## src/rtl/mbadd_seq_pkg.sv

```systemverilog
// mbadd_seq_pkg: shared op/state encodings for the multi-byte add/subtract sequencer.
package mbadd_seq_pkg;
  localparam logic [1:0] OP_ADD = 2'b00;
  localparam logic [1:0] OP_ADC = 2'b01;
  localparam logic [1:0] OP_SUB = 2'b10;
  localparam logic [1:0] OP_SBB = 2'b11;
  localparam logic [0:0] ST_IDLE = 1'b0;
  localparam logic [0:0] ST_RUN = 1'b1;
  // Subtraction is A + ~B + 1, so SUB seeds 1 and SBB seeds the inverted borrow.
  function automatic logic start_carry(input logic [1:0] op, input logic cin);
    return op[1] ^ (op[0] & cin);
  endfunction
endpackage

```

## src/rtl/mbadd_seq_add8b.sv

```systemverilog
// add8b: ripple byte adder exposing every bit carry (oC[MSB] is carry out) and result parity.
module add8b #(
  parameter int DATASIZE = 8
) (
  input  logic [DATASIZE-1:0] iA,
  input  logic [DATASIZE-1:0] iB,
  input  logic                iC,
  output logic [DATASIZE-1:0] oS,
  output logic [DATASIZE-1:0] oC,
  output logic                oP
);
  logic c;
  always_comb begin
    c = iC;
    oS = '0;
    oC = '0;
    for (int i = 0; i < DATASIZE; i++) begin
      oS[i] = iA[i] ^ iB[i] ^ c;
      oC[i] = (iA[i] & iB[i]) | (c & (iA[i] ^ iB[i]));
      c = oC[i];
    end
    oP = ^oS;
  end
endmodule

```

## src/rtl/mbadd_seq.sv

```systemverilog
// mbadd_seq: NBYTES-wide add/subtract done one byte per clock, LSB first, on one shared add8b.
// Define MBADD_OVF_EN to add the signed-overflow output flag_v.
module mbadd_seq
  import mbadd_seq_pkg::*;
#(
  parameter int NBYTES = 2,
  localparam int W = 8 * NBYTES
) (
  input  logic         clk,
  input  logic         rst_n,
  input  logic         start,
  input  logic [1:0]   op,
  input  logic         cin,
  input  logic [W-1:0] opa,
  input  logic [W-1:0] opb,
  output logic         busy,
  output logic         done,
  output logic [W-1:0] res,
  output logic         flag_c,
`ifdef MBADD_OVF_EN
  output logic         flag_v,
`endif
  output logic         flag_z
);
  logic [0:0]   state_q, state_d;
  logic [2:0]   idx_q, idx_d;
  logic         cy_q, cy_d;
  logic [1:0]   op_q, op_d;
  logic [W-1:0] a_q, a_d, b_q, b_d, res_q, res_d;
  logic         fc_q, fc_d, fz_q, fz_d, done_q, done_d;
  logic [7:0]   a_byte, b_byte, sum, add_c;
  logic         par, sub, last;
  assign sub = op_q[1];
  assign last = idx_q == 3'(NBYTES - 1);
  assign a_byte = a_q[8*idx_q +: 8];
  assign b_byte = b_q[8*idx_q +: 8] ^ {8{sub}};
  add8b #(.DATASIZE(8)) u_add (
    .iA(a_byte),
    .iB(b_byte),
    .iC(cy_q),
    .oS(sum),
    .oC(add_c),
    .oP(par)
  );
  logic unused_ok;
  assign unused_ok = ^{add_c[6:0], par};
  always_comb begin
    state_d = state_q;
    idx_d = idx_q;
    cy_d = cy_q;
    op_d = op_q;
    a_d = a_q;
    b_d = b_q;
    res_d = res_q;
    fc_d = fc_q;
    fz_d = fz_q;
    done_d = 1'b0;
    if (state_q == ST_IDLE) begin
      if (start) begin
        state_d = ST_RUN;
        idx_d = '0;
        cy_d = start_carry(op, cin);
        op_d = op;
        a_d = opa;
        b_d = opb;
      end
    end else begin
      res_d[8*idx_q +: 8] = sum;
      cy_d = add_c[7];
      idx_d = idx_q + 3'd1;
      if (last) begin
        state_d = ST_IDLE;
        done_d = 1'b1;
        fc_d = add_c[7] ^ sub;
        fz_d = res_d == '0;
      end
    end
  end
  always_ff @(posedge clk or negedge rst_n)
    if (!rst_n) begin
      state_q <= ST_IDLE;
      idx_q <= '0;
      cy_q <= 1'b0;
      op_q <= OP_ADD;
      a_q <= '0;
      b_q <= '0;
      res_q <= '0;
      fc_q <= 1'b0;
      fz_q <= 1'b0;
      done_q <= 1'b0;
    end else begin
      state_q <= state_d;
      idx_q <= idx_d;
      cy_q <= cy_d;
      op_q <= op_d;
      a_q <= a_d;
      b_q <= b_d;
      res_q <= res_d;
      fc_q <= fc_d;
      fz_q <= fz_d;
      done_q <= done_d;
    end
`ifdef MBADD_OVF_EN
  logic v_q, v_d;
  // Same-sign operands (B as actually added) producing a different result sign.
  assign v_d = (a_q[W-1] == (b_q[W-1] ^ sub)) & (sum[7] != a_q[W-1]);
  always_ff @(posedge clk or negedge rst_n)
    if (!rst_n) v_q <= 1'b0;
    else if (state_q == ST_RUN && last) v_q <= v_d;
  assign flag_v = v_q;
`endif
  assign busy = state_q == ST_RUN;
  assign done = done_q;
  assign res = res_q;
  assign flag_c = fc_q;
  assign flag_z = fz_q;
endmodule

```

## config.mk

```make
export PLATFORM = sky130hd
export DESIGN_NAME = mbadd_seq
export DESIGN_NICKNAME = d
export VERILOG_FILES = /design/src/rtl/mbadd_seq_pkg.sv /design/src/rtl/mbadd_seq_add8b.sv /design/src/rtl/mbadd_seq.sv
export SDC_FILE = /design/constraint.sdc
export NUM_CORES = 1
export LEC_CHECK = 0
export BUFFER_PORTS_ARGS = -buffer_cell sky130_fd_sc_hd__buf_4
export CAP_MARGIN = 10
export CORE_AREA = 10 10 75 89
export DETAILED_ROUTE_END_ITERATION = 8
export DIE_AREA = 0 0 85 99
export PLACE_DENSITY = 0.82
export SYNTH_ARGS = -nofsm -noshare
export SYNTH_HDL_FRONTEND = slang
export SYNTH_SLANG_ARGS = --single-unit
export TNS_END_PERCENT = 30
```

## constraint.sdc

```tcl
create_clock -name clk -period 12.2 [get_ports clk]
set_input_delay 1.83 -clock clk [delete_from_list [all_inputs] [get_ports clk]]
set_output_delay 1.83 -clock clk [all_outputs]
set_load 0.01 [all_outputs]
```

# Yosys cells after proc, flatten, opt, wreduce, memory -nomap -nowiden
# Cells that the tools add are included.
# word_totals
register_bits	58
wordCells	76
out_inout_bits	20
in_bits	38
# op_classes
muxes	10
eq_ne	1
shift	4
n_addsub	2
reduce_logical	4
n_bitwise	45
# op_table
operator	count
$neg A6 Y34	1
$shift A8 B34 Y16 const A	1
$shiftx A8 B34 Y16	1
$shiftx A16 B7 Y8	2
$xor A1 B1 Y1	18
$and A1 B1 Y1	17
$bwmux W16	1
$logic_not A16 Y1	1
$or A1 B1 Y1	8
$xor A8 B8 Y8	1
$mux W1	7
$mux W3	2
$reduce_and A2 Y1	2
$add A3 B1 Y3 const B	1
$eq A3 B1 Y1 const B	1
$reduce_bool A2 Y1	1
$not A1 Y1	1

# Longest topological paths before layout
# Gate-level depths: netlist of run 1.
# depth
depth_word	21
mapped_depth	17
mapped_depth_nobuf	16

# Modules after synthesis
# Synthesis of run 1 repeated with hierarchy kept, for this count alone.
# unflattened
cells_unflattened	263
area_unflattened_um2	3015.4
# by_module_without_submodules
module	seq_area_each_um2	cells_per_inst	area_per_inst_um2	instances
mbadd_seq	1426.4	224	2700.1	1
add8b	0.0	39	315.3	1

# Least setup slack after synthesis of run 1
# No wires, ideal clock.
# synth_timing
kind	flip-flop to flip-flop
from	reg idx_q[0]
to	reg fz_q, in the netlist flag_z
path_stages_with_launch	18
required_time_ns	12.105
period_less_slack_ns	4.852
arrival_time_ns	4.757
n_path_buf	2
setup_time_ns	0.095
slack_ns	7.348
path_cell_list	dfrtp_1 buf_4 buf_1 mux2i_1 nor2_1 fa_1 fa_1 fa_1 fa_1 fa_1 inv_1 fa_1 fa_1 fa_1 nand3b_1 and3_2 or4_1 o31ai_1
# synth_between
elab_chain_cells	21
word_cells_on_any_way	47
classes_between	1 x add/sub; 1 x eq/ne; 4 x shift; 1 x mux; 38 x bitwise; 2 x reduce/logical
# synth_lines
element	line	rtl
start, declared	mbadd_seq.sv:26	logic [2:0] idx_q, idx_d;
start signal, assigned	mbadd_seq.sv:93	idx_q <= idx_d;
$shiftx A16 B7 Y8	mbadd_seq.sv:36	assign b_byte = b_q[8*idx_q +: 8] ^ {8{sub}};
$xor A8 B8 Y8	mbadd_seq.sv:36	
$xor A1 B1 Y1	mbadd_seq_add8b.sv:18, mbadd_seq_add8b.sv:19	
$and A1 B1 Y1	mbadd_seq_add8b.sv:19	oC[i] = (iA[i] & iB[i]) | (c & (iA[i] ^ iB[i]));
$or A1 B1 Y1	mbadd_seq_add8b.sv:19	
$and A1 B1 Y1	mbadd_seq_add8b.sv:19	
$or A1 B1 Y1	mbadd_seq_add8b.sv:19	
$and A1 B1 Y1	mbadd_seq_add8b.sv:19	
[... 5 more ...]	n/a	
$and A1 B1 Y1	mbadd_seq_add8b.sv:19	
$or A1 B1 Y1	mbadd_seq_add8b.sv:19	
$and A1 B1 Y1	mbadd_seq_add8b.sv:19	
$or A1 B1 Y1	mbadd_seq_add8b.sv:19	
$xor A1 B1 Y1	mbadd_seq_add8b.sv:18	oS[i] = iA[i] ^ iB[i] ^ c;
$shiftx A8 B34 Y16	mbadd_seq.sv:68	res_d[8*idx_q +: 8] = sum;
$bwmux W16	mbadd_seq.sv:68	
$logic_not A16 Y1	mbadd_seq.sv:75	fz_d = res_d == '0;
end signal, assigned	mbadd_seq.sv:100	fz_q <= fz_d;
end, declared	mbadd_seq.sv:30	logic fc_q, fc_d, fz_q, fz_d, done_q, done_d;
# Several ways; a longest one is shown, not always the timed one.
# A chain may end at the register's enable or synchronous reset.

# Final worst setup path of run 1
# layout_timing
from	reg idx_q[2]
to	reg fz_q, in the netlist flag_z
# Same word-level chain as after synthesis.

==> results of run 1 <==
==> power by group through the flow <==
stage	Combinational, mW	Clock [mW]	Sequential (mW)
floorplan	0.408	0	0.335
global placement	0.557	0	0.343
detailed placement	0.574	0	0.347
CTS	0.576	0.159	0.344
global route	0.632	0.169	0.356
finish	0.571	0.155	0.343
==> per-layer routing <==
layer	wire [um]	global-route usage	up-vias
met1	2350	0.163	919
li1	-	-	927
met5	0	0	-
met3	334	0.0577	11
met4	112	0.0685	0
met2	3030	0.236	43
==> flip-flops by register name, summed over array words and instances, names as in the netlist <==
| register | cells |
|---|---|
| a_q | 16 |
| b_q | 16 |
| busy | 1 |
| cy_q | 1 |
| done | 1 |
| flag_c | 1 |
| flag_z | 1 |
| idx_q | 3 |
| op_q | 1 |
| res | 16 |
==> per-stage QoR <==
step / setup WS [ns] / power [mW] / utilization / cell area, sq um
after floorplan: 7.35 / 0.743 / - / 2830
after global placement: 7.51 / 0.900 / 0.667 / 3300
after detailed placement: 7.36 / 0.922 / 0.667 / 3300
after CTS: 7.28 / 1.08 / 0.703 / 3470
after global routing: 7.00 / 1.16 / 0.703 / 3470
final: 7.28 / 1.07 / 0.703 / 3470
==> synth_stat cells (all sizes together) (3+ instances only) <==
cell type / count
xor2: 6
or4: 3
dfrtp: 57
fa: 8
ha: 4
nor2: 17
nand2: 27
mux2i: 16
clkbuf: 9
o21ai: 14
xnor2: 4
buf: 3
inv: 5
nand2b: 3
mux2: 42
==> cells by family (layout without fill, tap and decap cells) <==
logic type	after synthesis	in the layout
compound gates	19	19
mux	58	58
xor+xnor	10	10
buf+inv	17	80
simple gates	64	64
flops	57	57
fa+ha+maj	12	12
==> layout make-up <==
cell class | instances | area (sq um)
fillers | 367 | 1470
flip-flops and latches | 57 | 1430
multi-input cells | 163 | 1330
repair buffers | 59 | 443
clock buffers | 13 | 159
well taps | 60 | 75.1
inverters | 5 | 18.8
clock inverters | 3 | 15.0
==> critical path, stage by stage (launching register included) <==
cell,delay (ns)
dfrtp_1,0.43
or2_2,0.43
nor2_1,0.18
xor2_1,0.11
fa_1,0.41
fa_1,0.38
fa_1,0.41
fa_1,0.40
fa_1,0.37
inv_1,0.09
fa_1,0.19
fa_1,0.19
fa_1,0.21
nand3b_1,0.10
and3_2,0.21
or4_1,0.49
o31ai_1,0.22
==> path summary, 6_finish.rpt <==
check	startpoint	endpoint	slack, ns	cells after the start
max	idx_q[2]$_DFFE_PN0P_	flag_z$_DFFE_PN0P_	7.28	16
min	flag_c$_DFFE_PN0P_	flag_c$_DFFE_PN0P_	0.49	2
max reg2reg	idx_q[2]$_DFFE_PN0P_	flag_z$_DFFE_PN0P_	7.28	16
min reg2reg	flag_c$_DFFE_PN0P_	flag_c$_DFFE_PN0P_	0.49	2
max in group asynchronous	rst_n	b_q[14]$_DFFE_PN0P_	10.20	1
min in group asynchronous	rst_n	a_q[6]$_DFFE_PN0P_	1.54	1
==> flow_summary_export.csv, run 1 <==
group,metric,value,unit
power_and_ir_drop,power_switching,422,uW
routing,drt_iter0_markers,95,
floorplanning,coreArea,4940,sq um
synth,syn-cell-area,2830,sq um
status,outcome,"finished clean",
synth,synth_top_family_by_area,"multiplexers",
setup_path,cp-end-kind,"register",
power_and_ir_drop,switching_share,0.395,
synth,yosys.area.top_type,"dfrtp_1",
power_and_ir_drop,p_leak,1.65,nW
cts,cts_tree,"done",
grt,first_global_vias,2122,
cts,cts_buffers,9,
sta,relSlewSlack,0.536,
routing,antenna_left,0,
synth,ys.warnings.count,0,
floorplanning,die_w,85,um
cts,cts_root_buf,"clkbuf_8",
power_and_ir_drop,share_comb_of_total_power,0.534,
place,place_congestion,0.872,
synth,yosysSeqAreaShare,0.505,
power_and_ir_drop,ir_drop,0.173,mV
place,placedCellCount,344,
grt,grt.total_usage,0.146,
synth,synth.avg_cell_area,11.9,sq um
cts,insertion_delay,0.34,ns
synth,synth_top_area_share,0.505,
synth,synth-edff-count,0,
layout,areaGrowthSynthToFinish,22.8,%
layout,stdcell_count,360,
synth,synth_fa_ha_area_frac,0.0744,
flow_run,maxCapViolCount,0,
grt,grt_pass1_wl,9910,um
routing,avgRoutedWirePerCell,16.2,um
hold_path,hold_path.class,"reg2reg",
sta,period_needed,4.92,ns
cts,ctsHoldBuffers,0,
synth,muxShareOfSynthArea,0.224,
synth,synth_compound_area_frac,0.0359,
sta,maxSlewViolCount,0,
synth,synth_nets,287,
sta,holdWs,0.485,ns
power_and_ir_drop,clkPwrFrac,0.145,
floorplanning,die_area,8420,sq um
layout,diodes,0,
power_and_ir_drop,p_int,646,uW
place,portBuffers,57,
sta,skew,0.00521,ns
setup_path,critical_path_required,12.45,ns
synth,ys_ff_latch,57,
layout,layout_common_cells,"59 x buf_4, 57 x dfrtp_1, 42 x mux2_2, 27 x nand2_1, 17 x nor2_1",
layout,layout_commonest_cell,"buf_4",
synth,ys.flop_type,"dfrtp_1",
synth,synthCells,237,
sta,worst_pin_slew,0.695,ns
power_and_ir_drop,power_frac_seq,0.321,
floorplanning,fp.dieH,99,um
floorplanning,initial_utilization,0.572,
cts,cts.clk_slew.worst_paths,0.06,ns
sta,fin_tns_setup,0,ns
sta,max_clock_freq,203,MHz
synth,async_flop_share,1.00,
setup_path,worst-path-max-fanout,13,
cts,htreeDepth,3,
synth,ys_types,30,
routing,wl,5820,um
sta,rsz0062_at_grt,"false",
grt,grt_max_degree,58,
routing,vias_per_cell,5.28,
floorplanning,io_pins,58,
layout,final_nets,345,
cts,cts.sinks,57,
setup_path,worstPathArrival,5.17,ns
synth,synth-simple-area-share,0.106,
setup_path,worstSetupStartpointType,"register",
routing,dr.pass1.iters,4,
synth,synth_xor_area_frac,0.0310,
sta,setup_viol,0,
power_and_ir_drop,powerDensity,308,nW/um^2
cts,postCtsSetupBuffers,0,
floorplanning,rows,28,
synth,synthTopCellsByArea,"dfrtp_1 50%, mux2_2 17%, fa_1 5.7%",
sta,post-route-period-util,0.403,
place,dp_hpwl,4460,um
grt,grt_antenna_before_repair,0,
sta,hold_viol,0,
routing,via_count,1900,
setup_path,worstSetupPathType,"reg2reg",
cts,cts_buffer_depth,2,
grt,grt_overflow,0,
cts,postCtsResizedCells,0,
layout,drive_gt1_frac,0.397,
routing,drc,0,
No activity file was read; power rests on OpenSTA's default activity.
==> run 2, diff against run 1 <==
CORE_AREA = 10 10 78 93   (was 10 10 75 89)
DIE_AREA = 0 0 88 103   (was 0 0 85 99)
PLACE_DENSITY = 0.75   (was 0.82)
clock period = 4.94 ns   (was 12.2 ns; I/O delays follow)
==> run 2 against run 1 <==
Non-clock buffer count up 3; core utilization shrank 6.4 points; setup slack lost 7.0 ns; power increased to 2.5 times the previous value; highest routed layer unchanged; fmax up 5.1%; largest power group unchanged; global-route usage fell by 0.60 points; wire length increased by 2.8%; clock power grew to 2.7 times the previous value.
==> flow_summary_export.csv, run 2 (same netlist as run 1, synthesis figures left out) <==
group,metric,value,unit
floorplanning,rows,30,
grt,grt_antenna_before_repair,0,
setup_path,regToRegStartpoint,"idx_q[2]$_DFFE_PN0P_",
sta,rsz0062_at_grt,"false",
layout,fillers,447,
layout,multi_input_area,1340,sq um
power_and_ir_drop,power_switching,1.06,mW
routing,drt_iter0_markers,92,
floorplanning,io_pins,58,
routing,dr.pass1.iters,4,
cts,ctsHoldBuffers,0,
power_and_ir_drop,finalPower,2.70,mW
grt,grt_pass1_wl,9920,um
floorplanning,initial_utilization,0.512,
grt,grt.total_usage,0.140,
layout,final_nets,348,
floorplanning,die_w,88,um
flow_run,maxCapViolCount,0,
setup_path,worstSetupPathType,"reg2reg",
cts,cts.clk_slew.worst_paths,0.07,ns
power_and_ir_drop,clkPwrFrac,0.155,
cts,cts_tree,"done",
cts,cts_root_buf,"clkbuf_8",
sta,maxSlewViolCount,0,
layout,areaGrowthSynthToFinish,24.7,%
hold_path,hold_path.class,"in2async",
cts,insertion_delay,0.34,ns
cts,cts_buffers,9,
floorplanning,coreArea,5520,sq um
sta,period_needed,4.68,ns
routing,antenna_left,0,
power_and_ir_drop,switching_share,0.393,
setup_path,cp-end-kind,"register",
power_and_ir_drop,p_int,1.64,mW
routing,drc,0,
power_and_ir_drop,power_frac_seq,0.309,
cts,htreeDepth,3,
cts,cts_buffer_depth,2,
setup_path,slowest_stage,"or4_1",
cts,cts.sinks,57,
setup_path,r2r_slack,0.26,ns
layout,layout_commonest_cell,"buf_4",
power_and_ir_drop,p_leak,1.67,nW
setup_path,cpMostUsedCell,"fa_1",
routing,vias_per_cell,5.22,
status,outcome,"finished clean",
place,place_congestion,0.791,
layout,seq_area,1430,sq um
routing,avgRoutedWirePerCell,16.3,um
place,dp_hpwl,4470,um
sta,max_clock_freq,214,MHz
place,portBuffers,57,
setup_path,cpPeakStageDelay,0.51,ns
floorplanning,fp.dieH,103,um
power_and_ir_drop,share_comb_of_total_power,0.536,
setup_path,critical_path.cell_chain,"or2_2, nor2_2, xor2_1, fa_1, fa_1, fa_1, fa_1, fa_1, inv_1, fa_1, fa_1, fa_1, nand3b_1, and3_2, or4_1, o31ai_2",
setup_path,critPathTopFamily,"adder cells",
sta,worst_pin_slew,0.723,ns
layout,layout_common_cells,"62 x buf_4, 57 x dfrtp_1, 42 x mux2_2, 27 x nand2_1",
sta,setup_viol,0,
routing,via_count,1916,
grt,first_global_vias,2137,
power_and_ir_drop,powerDensity,767,nW/um^2
setup_path,worst-path-max-fanout,4,
setup_path,path_buf_inv,1,
floorplanning,die_area,9060,sq um
layout,drive_gt1_frac,0.413,
setup_path,worstPathArrival,4.93,ns
setup_path,r2r_end,"flag_z$_DFFE_PN0P_",
setup_path,worstSetupStartpointType,"register",
sta,skew,0.0117,ns
sta,relSlewSlack,0.518,
grt,grt_overflow,0,
layout,diodes,0,
setup_path,r2r.worst_path.cells,16,
power_and_ir_drop,ir_drop,0.377,mV
setup_path,critical_path_required,5.19,ns
grt,grt_max_degree,58,
sta,fin_tns_setup,0,ns
sta,post-route-period-util,0.947,
sta,hold_viol,0,
routing,wl,5990,um
[run 2: changes by cell type in the layout (fill, tap and decap cells not counted), sizes merged]
cell,change
clkinv,-1
buf,+3
clkbuf,+1
[run 2: power groups by stage]
stage               combinational, mW  sequential (mW)  clock (mW)
finish                           1.45            0.834       0.420
global route                     1.63            0.865       0.448
CTS                              1.46            0.839       0.423
detailed placement               1.46            0.846           0
global placement                 1.42            0.836           0
floorplan                        1.01            0.826           0
[run 2: cell type report]
cell class / instances / area share
sequential: 57 / 0.405
multi-input combinational: 163 / 0.381
clock buffer: 14 / 0.0518
timing repair buffer: 62 / 0.132
inverter: 5 / 0.00532
tap: 64 / 0.0227
clock inverter: 2 / 0.00284
[run 2: metrics by stage]
step	setup WS, ns	utilization	instance area [sq um]	instances	hold slack, ns
after floorplan	0.0879	-	2830	237	0.445
after global placement	0.379	0.601	3320	350	0.467
after detailed placement	0.176	0.601	3320	350	0.496
after CTS	0.159	0.636	3510	366	0.485
after global routing	0.0252	0.639	3520	367	0.519
final	0.261	0.639	3520	367	0.462
[run 2: how the worst max path moves through the flow]
| stage | startpoint | to | slack [ns] | depth (start not counted) |
|---|---|---|---|---|
| 3_3_place_gp | idx_q[2]$_DFFE_PN0P_ | flag_z$_DFFE_PN0P_ | 0.38 | 16 |
| 4_1_cts | idx_q[2]$_DFFE_PN0P_ | flag_z$_DFFE_PN0P_ | 0.16 | 16 |
| 5_1_grt | idx_q[2]$_DFFE_PN0P_ | flag_z$_DFFE_PN0P_ | 0.03 | 16 |
| 6_report | idx_q[2]$_DFFE_PN0P_ | flag_z$_DFFE_PN0P_ | 0.26 | 16 |
| 3_5_place_dp | idx_q[2]$_DFFE_PN0P_ | flag_z$_DFFE_PN0P_ | 0.18 | 16 |
| 2_1_floorplan | idx_q[0]$_DFFE_PN0P_ | flag_z$_DFFE_PN0P_ | 0.09 | 17 |
[run 2: what timing repair did]
item	4_1_cts	5_1_grt
resized for setup	0	2
setup buffers	0	1
setup endpoints to repair	0	1
endpoints found under the hold margin	0	0
[run 2: routing by layer]
| layer | track usage | share of wire |
|---|---|---|
| met5 | 0 | 0 |
| met4 | 0.0467 | 0.015 |
| met3 | 0.0427 | 0.046 |
| met2 | 0.244 | 0.53 |
| met1 | 0.157 | 0.41 |
